`src/rtl/axis_video_out.sv`:
```
// sync_fifo: single-clock circular buffer; clr_i drops all entries but keeps a same-cycle push.
// Latency: a pushed entry is visible on pop_dat_o the cycle after it is written.
// Backpressure: writes are ignored when full (unless clearing); reads are ignored when empty.
module sync_fifo #(
  parameter int WIDTH = 26,
  parameter int DEPTH = 16
) (
  input  logic             clk_i,
  input  logic             rst_ni,
  input  logic             clr_i,
  input  logic             push_i,
  input  logic [WIDTH-1:0] push_dat_i,
  input  logic             pop_i,
  output logic [WIDTH-1:0] pop_dat_o,
  output logic             full_o,
  output logic             empty_o
);
  localparam int AW = $clog2(DEPTH);
  localparam int CW = AW + 1;

  logic [WIDTH-1:0] mem_q [DEPTH];
  logic [AW-1:0]    wr_ptr_q, wr_ptr_d;
  logic [AW-1:0]    rd_ptr_q, rd_ptr_d;
  logic [CW-1:0]    count_q, count_d;
  logic             wr_en;
  logic             rd_en;

  assign full_o    = (count_q == CW'(DEPTH));
  assign empty_o   = (count_q == '0);
  assign wr_en     = push_i && (!full_o || clr_i);
  assign rd_en     = pop_i && !empty_o && !clr_i;
  assign pop_dat_o = mem_q[rd_ptr_q];

  always_comb begin
    wr_ptr_d = wr_ptr_q + AW'(wr_en);
    rd_ptr_d = rd_ptr_q + AW'(rd_en);
    count_d  = count_q + CW'(wr_en) - CW'(rd_en);
    // Flush by catching the read pointer up to the write pointer.
    if (clr_i) begin
      rd_ptr_d = wr_ptr_q;
      count_d  = CW'(wr_en);
    end
  end

  always_ff @(posedge clk_i or negedge rst_ni) begin
    if (!rst_ni) begin
      wr_ptr_q <= '0;
      rd_ptr_q <= '0;
      count_q  <= '0;
    end else begin
      wr_ptr_q <= wr_ptr_d;
      rd_ptr_q <= rd_ptr_d;
      count_q  <= count_d;
    end
  end

  always_ff @(posedge clk_i) begin
    if (wr_en) begin
      mem_q[wr_ptr_q] <= push_dat_i;
    end
  end
endmodule

// axis_video_out: locks an AXI-Stream pixel feed to a parameterised raster and drives 24-bit RGB.
// Latency: vid_* and syncs are registered one cycle after the raster position that produced them.
// Backpressure: tready drops when the FIFO is full; while unlocked every beat is accepted.
module axis_video_out #(
  parameter int          H_ACTIVE   = 640,
  parameter int          H_FP       = 16,
  parameter int          H_SYNC     = 96,
  parameter int          H_BP       = 48,
  parameter int          V_ACTIVE   = 480,
  parameter int          V_FP       = 10,
  parameter int          V_SYNC     = 2,
  parameter int          V_BP       = 33,
  parameter bit          HSYNC_POL  = 1'b0,
  parameter bit          VSYNC_POL  = 1'b0,
  parameter int          FIFO_DEPTH = 16,
  parameter logic [23:0] BLANK_RGB  = 24'h000000
) (
  input  logic        s_axis_vid_aclk,
  input  logic        s_axis_vid_aresetn,
  input  logic [31:0] s_axis_vid_tdata,
  input  logic        s_axis_vid_tlast,
  input  logic        s_axis_vid_tuser,
  input  logic        s_axis_vid_tvalid,
  output logic        s_axis_vid_tready,
  output logic [23:0] vid_data,
  output logic        vid_hsync,
  output logic        vid_vsync,
  output logic        vid_de,
  output logic        locked,
  output logic        err_underflow,
  output logic        err_framing,
  input  logic        err_clr
);
  localparam int H_TOTAL = H_ACTIVE + H_FP + H_SYNC + H_BP;
  localparam int V_TOTAL = V_ACTIVE + V_FP + V_SYNC + V_BP;
  localparam int HW      = $clog2(H_TOTAL);
  localparam int VW      = $clog2(V_TOTAL);

  typedef enum logic [1:0] {
    ST_UNLOCKED,
    ST_ARMED,
    ST_LOCKED
  } state_t;

  typedef struct packed {
    logic        user;
    logic        last;
    logic [23:0] rgb;
  } entry_t;

  state_t        state_q, state_d;
  logic [HW-1:0] h_q, h_d;
  logic [VW-1:0] v_q, v_d;
  logic [23:0]   data_q, data_d;
  logic          de_q, de_d;
  logic          hsync_q, hsync_d;
  logic          vsync_q, vsync_d;
  logic          uf_q, uf_d;
  logic          fr_q, fr_d;

  logic          active;
  logic          origin;
  logic          line_end;
  logic          hs_on;
  logic          vs_on;
  logic          beat_acc;
  logic          push;
  logic          pop;
  logic          serve;
  logic          set_uf;
  logic          set_fr;
  logic          fifo_full;
  logic          fifo_empty;
  entry_t        push_ent;
  entry_t        head;
  logic          unused_x;

  assign unused_x = ^s_axis_vid_tdata[7:0];

  always_comb begin
    h_d = h_q + 1'b1;
    v_d = v_q;
    if (int'(h_q) == H_TOTAL - 1) begin
      h_d = '0;
      v_d = (int'(v_q) == V_TOTAL - 1) ? '0 : v_q + 1'b1;
    end
  end

  assign active   = (int'(h_q) < H_ACTIVE) && (int'(v_q) < V_ACTIVE);
  assign origin   = (h_q == '0) && (v_q == '0);
  assign line_end = (int'(h_q) == H_ACTIVE - 1);
  assign hs_on    = (int'(h_q) >= H_ACTIVE + H_FP) && (int'(h_q) < H_ACTIVE + H_FP + H_SYNC);
  assign vs_on    = (int'(v_q) >= V_ACTIVE + V_FP) && (int'(v_q) < V_ACTIVE + V_FP + V_SYNC);

  // While unlocked the FIFO is held empty, so a lone SOF beat always lands at the head.
  assign s_axis_vid_tready = (state_q == ST_UNLOCKED) || !fifo_full;
  assign beat_acc          = s_axis_vid_tvalid && s_axis_vid_tready;
  assign push              = beat_acc && ((state_q != ST_UNLOCKED) || s_axis_vid_tuser);
  assign push_ent          = '{user: s_axis_vid_tuser, last: s_axis_vid_tlast,
                               rgb: s_axis_vid_tdata[31:8]};

  sync_fifo #(
    .WIDTH ($bits(entry_t)),
    .DEPTH (FIFO_DEPTH)
  ) u_fifo (
    .clk_i      (s_axis_vid_aclk),
    .rst_ni     (s_axis_vid_aresetn),
    .clr_i      (state_q == ST_UNLOCKED),
    .push_i     (push),
    .push_dat_i (push_ent),
    .pop_i      (pop),
    .pop_dat_o  (head),
    .full_o     (fifo_full),
    .empty_o    (fifo_empty)
  );

  always_comb begin
    state_d = state_q;
    serve   = 1'b0;
    pop     = 1'b0;
    set_uf  = 1'b0;
    set_fr  = 1'b0;
    case (state_q)
      ST_UNLOCKED: if (beat_acc && s_axis_vid_tuser) state_d = ST_ARMED;
      ST_ARMED: begin
        if (origin) begin
          state_d = ST_LOCKED;
          serve   = 1'b1;
        end
      end
      ST_LOCKED: serve = active;
      default:   state_d = ST_UNLOCKED;
    endcase
    // Every active pixel consumes one entry; a missing or misplaced one drops lock.
    if (serve) begin
      if (fifo_empty) begin
        set_uf  = 1'b1;
        state_d = ST_UNLOCKED;
      end else begin
        pop = 1'b1;
        if ((head.user != origin) || (head.last != line_end)) begin
          set_fr  = 1'b1;
          state_d = ST_UNLOCKED;
        end
      end
    end
  end

  always_comb begin
    de_d    = active;
    hsync_d = hs_on ? HSYNC_POL : ~HSYNC_POL;
    vsync_d = vs_on ? VSYNC_POL : ~VSYNC_POL;
    data_d  = '0;
    if (active) data_d = pop ? head.rgb : BLANK_RGB;
    uf_d    = set_uf || (uf_q && !err_clr);
    fr_d    = set_fr || (fr_q && !err_clr);
  end

  always_ff @(posedge s_axis_vid_aclk or negedge s_axis_vid_aresetn) begin
    if (!s_axis_vid_aresetn) begin
      state_q <= ST_UNLOCKED;
      h_q     <= '0;
      v_q     <= '0;
      data_q  <= '0;
      de_q    <= 1'b0;
      hsync_q <= ~HSYNC_POL;
      vsync_q <= ~VSYNC_POL;
      uf_q    <= 1'b0;
      fr_q    <= 1'b0;
    end else begin
      state_q <= state_d;
      h_q     <= h_d;
      v_q     <= v_d;
      data_q  <= data_d;
      de_q    <= de_d;
      hsync_q <= hsync_d;
      vsync_q <= vsync_d;
      uf_q    <= uf_d;
      fr_q    <= fr_d;
    end
  end

  assign vid_data      = data_q;
  assign vid_de        = de_q;
  assign vid_hsync     = hsync_q;
  assign vid_vsync     = vsync_q;
  assign locked        = (state_q == ST_LOCKED);
  assign err_underflow = uf_q;
  assign err_framing   = fr_q;
endmodule

```
`config.mk`:
```
export PLATFORM = sky130hd
export DESIGN_NAME = axis_video_out
export DESIGN_NICKNAME = d
export VERILOG_FILES = /design/src/rtl/axis_video_out.sv
export SDC_FILE = /design/constraint.sdc
export NUM_CORES = 1
export LEC_CHECK = 0
export CAP_MARGIN = 15
export CORE_ASPECT_RATIO = 0.7
export CORE_MARGIN = 3
export CORE_UTILIZATION = 40
export CTS_CLUSTER_DIAMETER = 150
export DETAILED_ROUTE_END_ITERATION = 7
export HOLD_SLACK_MARGIN = 0.08
export SYNTH_ARGS = -nofsm -noshare
export SYNTH_HDL_FRONTEND = slang
export SYNTH_SLANG_ARGS = --single-unit
```
`constraint.sdc`:
```
create_clock -name s_axis_vid_aclk -period 5.5 [get_ports s_axis_vid_aclk]
set_input_delay 1.1 -clock s_axis_vid_aclk [delete_from_list [all_inputs] [get_ports s_axis_vid_aclk]]
set_output_delay 1.1 -clock s_axis_vid_aclk [all_outputs]
set_load 0.02 [all_outputs]
```
==> impl_metrics.env <==
export IMPL_fin_tns_setup_ns=0
export IMPL_cp_end_kind="flip-flop"
export IMPL_grt_start_max_net_pins=56
export IMPL_syn_to_final_growth_pct=16.1
export IMPL_insertion_delay_ns=0.56
export IMPL_ys_seq_elements=480
export IMPL_synthCells=881
export IMPL_critPathKind="primary input to flip-flop"
export IMPL_synth_enable_flop_cells=416
export IMPL_cts_tree="yes"
export IMPL_finish_utilization=0.475
export IMPL_ant_nets=0
export IMPL_placementRows=65
export IMPL_clock_sinks=480
export IMPL_overflow=0
export IMPL_required_ns=5.74
export IMPL_cts_hold_buf=0
export IMPL_start_util=0.410
export IMPL_synth_ff_type="edfxtp_1"
export IMPL_p_per_area_mw_per_mm2=476
export IMPL_clockPowerShare=0.302
export IMPL_syn_nets=938
export IMPL_combinationalPowerShare=0.247
export IMPL_postCtsSetupRepairBufs=0
export IMPL_final_area_mm2=0.0217
export IMPL_final_common_cell="edfxtp_1"
export IMPL_p_sw_uw=2860
export IMPL_n_fill_cell=3761
export IMPL_die_h_um=187
export IMPL_place_hpwl_um=21300
export IMPL_setup_viol=0
export IMPL_startpoint_type="primary input"
export IMPL_netlist_area_mm2=0.0187
export IMPL_tightest_slew_ns=1.05
export IMPL_routed_wl_um=37800
export IMPL_yosysUniqueCellTypes=51
export IMPL_relSlewSlack=0.298
export IMPL_async_reset_ff_frac=0.133
export IMPL_clk_root_buffer_cell="clkbuf_16"
export IMPL_ir_drop_mv=0.279
export IMPL_crit_arrival_ns=3.93
export IMPL_p_int_uw=7470
export IMPL_switching_share=0.276
export IMPL_finalHoldViolCount=0
export IMPL_grt_pass1_vias=8975
export IMPL_fin_crit_sh=0.672
export IMPL_slew_violations=0
export IMPL_num_io_pins=69
export IMPL_worst_hold_path_type="flip-flop to flip-flop"
export IMPL_p_leak_uw=0.00708
export IMPL_drv_cap=0
export IMPL_seq_power_share=0.451
export IMPL_fp_dieW_um=264
export IMPL_antenna_cells=0
export IMPL_finClkSkew_ns=0.0161
export IMPL_clk_transition_reported_paths_ns=0.06
export IMPL_avgSynthCellArea_um2=21.2
export IMPL_most_common_layout_cells="edfxtp_1 (416), mux4_2 (129), clkdlybuf4s50_1 (59)"
export IMPL_avgRoutedWirePerCell_um=23.4
export IMPL_status="completed"
export IMPL_dieArea_mm2=0.0494
export IMPL_ys_seq_area_frac=0.754
export IMPL_synth_warning_count=0
export IMPL_cp_max_fo=19
export IMPL_coreArea_mm2=0.0456
export IMPL_grt_pass1_wl_um=57500
export IMPL_period_needed_ns=3.69
export IMPL_grt_setup_unrepaired="no"
export IMPL_clock_path_buffers=3
export IMPL_grt_usage=0.155
export IMPL_fmax_mhz=271
export IMPL_io_buffer_count=60
export IMPL_vias_per_cell=5.34
export IMPL_cts_resized=0
export IMPL_dpl_cell_area_mm2=0.0202
export IMPL_dr_pass1_iters=5
export IMPL_route_detailed_drc=0
export IMPL_antenna_found_initial=0
export IMPL_drt_iter0_drc=722
export IMPL_htreeDepth=2
export IMPL_fin_nets=1032
export IMPL_place_gp_congestion=0.774
export IMPL_final_layout_size_suffix_gt1_frac=0.256
export IMPL_numCtsBuffers=46
export IMPL_vias=8634
[power by group through the flow]
stage          registers, uW  logic [uW]  clock network, uW
4_1_cts                 4670        2620               3210
5_1_grt                 4710        2770               3370
3_3_place_gp            4740        2590                  0
3_5_place_dp            4750        2610                  0
6_report                4660        2550               3120
2_1_floorplan           4510        2000                  0
[logic make-up (layout without fill, tap and decap cells)]
family | count (synthesis) | count (layout) | synth area share
AO/OA/AOI/OAI | 39 | 39 | 0.0134
XOR/XNOR | 17 | 17 | 0.00837
adder cells (fa/ha/maj) | 19 | 19 | 0.0131
buffers and inverters | 62 | 194 | 0.0140
flip-flops | 480 | 480 | 0.754
multiplexers | 132 | 132 | 0.158
AND/OR/NAND/NOR | 132 | 132 | 0.0386
[worst paths after layout]
kind | start | end | slack, ns | cells after the start
max reg2reg | v_q[6] | u_fifo.count_q[4] | 1.99 | 15
min | h_q[0] | h_q[0] | 0.49 | 1
max in group asynchronous | s_axis_vid_aresetn | u_fifo.rd_ptr_q[1] | 4.12 | 2
min reg2reg | h_q[0] | h_q[0] | 0.49 | 1
max | s_axis_vid_tuser | u_fifo.mem_q[4][23] | 1.81 | 6
min in group asynchronous | s_axis_vid_aresetn | v_q[9] | 0.50 | 1
[registers in the layout (all words and copies together), names as in the netlist]
name / flops
err_framing: 1
err_underflow: 1
h_q: 10
state_q: 2
u_fifo.count_q: 5
u_fifo.mem_q: 416
u_fifo.rd_ptr_q: 4
u_fifo.wr_ptr_q: 4
v_q: 10
vid_data: 24
vid_de: 1
vid_hsync: 1
vid_vsync: 1
[worst max-delay path, stage by stage]
cell             delay (ns)
clkdlybuf4s50_1        0.87
nand2b_1               0.18
and3_1                 0.28
or3b_1                 0.53
nor2_4                 0.59
buf_4                  0.37
[area by class of cell]
cell class	instances	area, um^2	share of cell area
clock buffers	62	1280	0.0591
inverters	22	82.6	0.00381
repair buffers	86	806	0.0371
flip-flops and latches	480	14100	0.650
multi-input cells	339	4450	0.205
clock inverters	24	219	0.0101
well taps	603	754	0.0348
[stage by stage]
step	setup WS [ns]	hold slack (ns)	power [uW]	cells
global route	1.71	0.520	10900	1616
global placement	1.24	0.471	7330	1530
CTS	1.80	0.492	10500	1616
detailed placement	1.20	0.480	7360	1530
finish	1.81	0.486	10300	1616
floorplan	1.32	0.454	6510	881
[Yosys cell counts, drive strengths merged, types with 2 or more instances]
library cell	count	area, um^2
inv	22	82.6
o22ai	3	25.0
nor3	9	56.3
dfrtp	62	1550
and3	7	43.8
nor4	3	18.8
mux2	2	22.5
nand2	14	52.6
edfxtp	416	12500
mux4	130	2930
xor2	8	70.1
dfstp	2	52.6
and4	2	17.5
nor4b	4	41.3
or4	2	15.0
xnor2	9	86.3
o21ai	18	93.8
nand2b	3	18.8
nand4	3	18.8
nor2	32	120
buf	25	123
nand3b	2	15.0
a21oi	5	25.0
o31ai	3	22.5
ha	18	225
clkbuf	15	56.3
or3	4	30.0
nand3	19	95.1
a31oi	3	18.8
nor2b	25	156
a221oi	2	23.8
a21o	2	15.0
[per-layer routing]
layer / vias to the layer above / track usage / wire length [um]
met2: 204 / 0.245 / 17800
met5: - / 0 / 0
li1: 3793 / - / -
met3: 58 / 0.0271 / 1800
met1: 4579 / 0.228 / 17600
met4: 0 / 0.0373 / 707
Power figures use the tool's default switching activity.
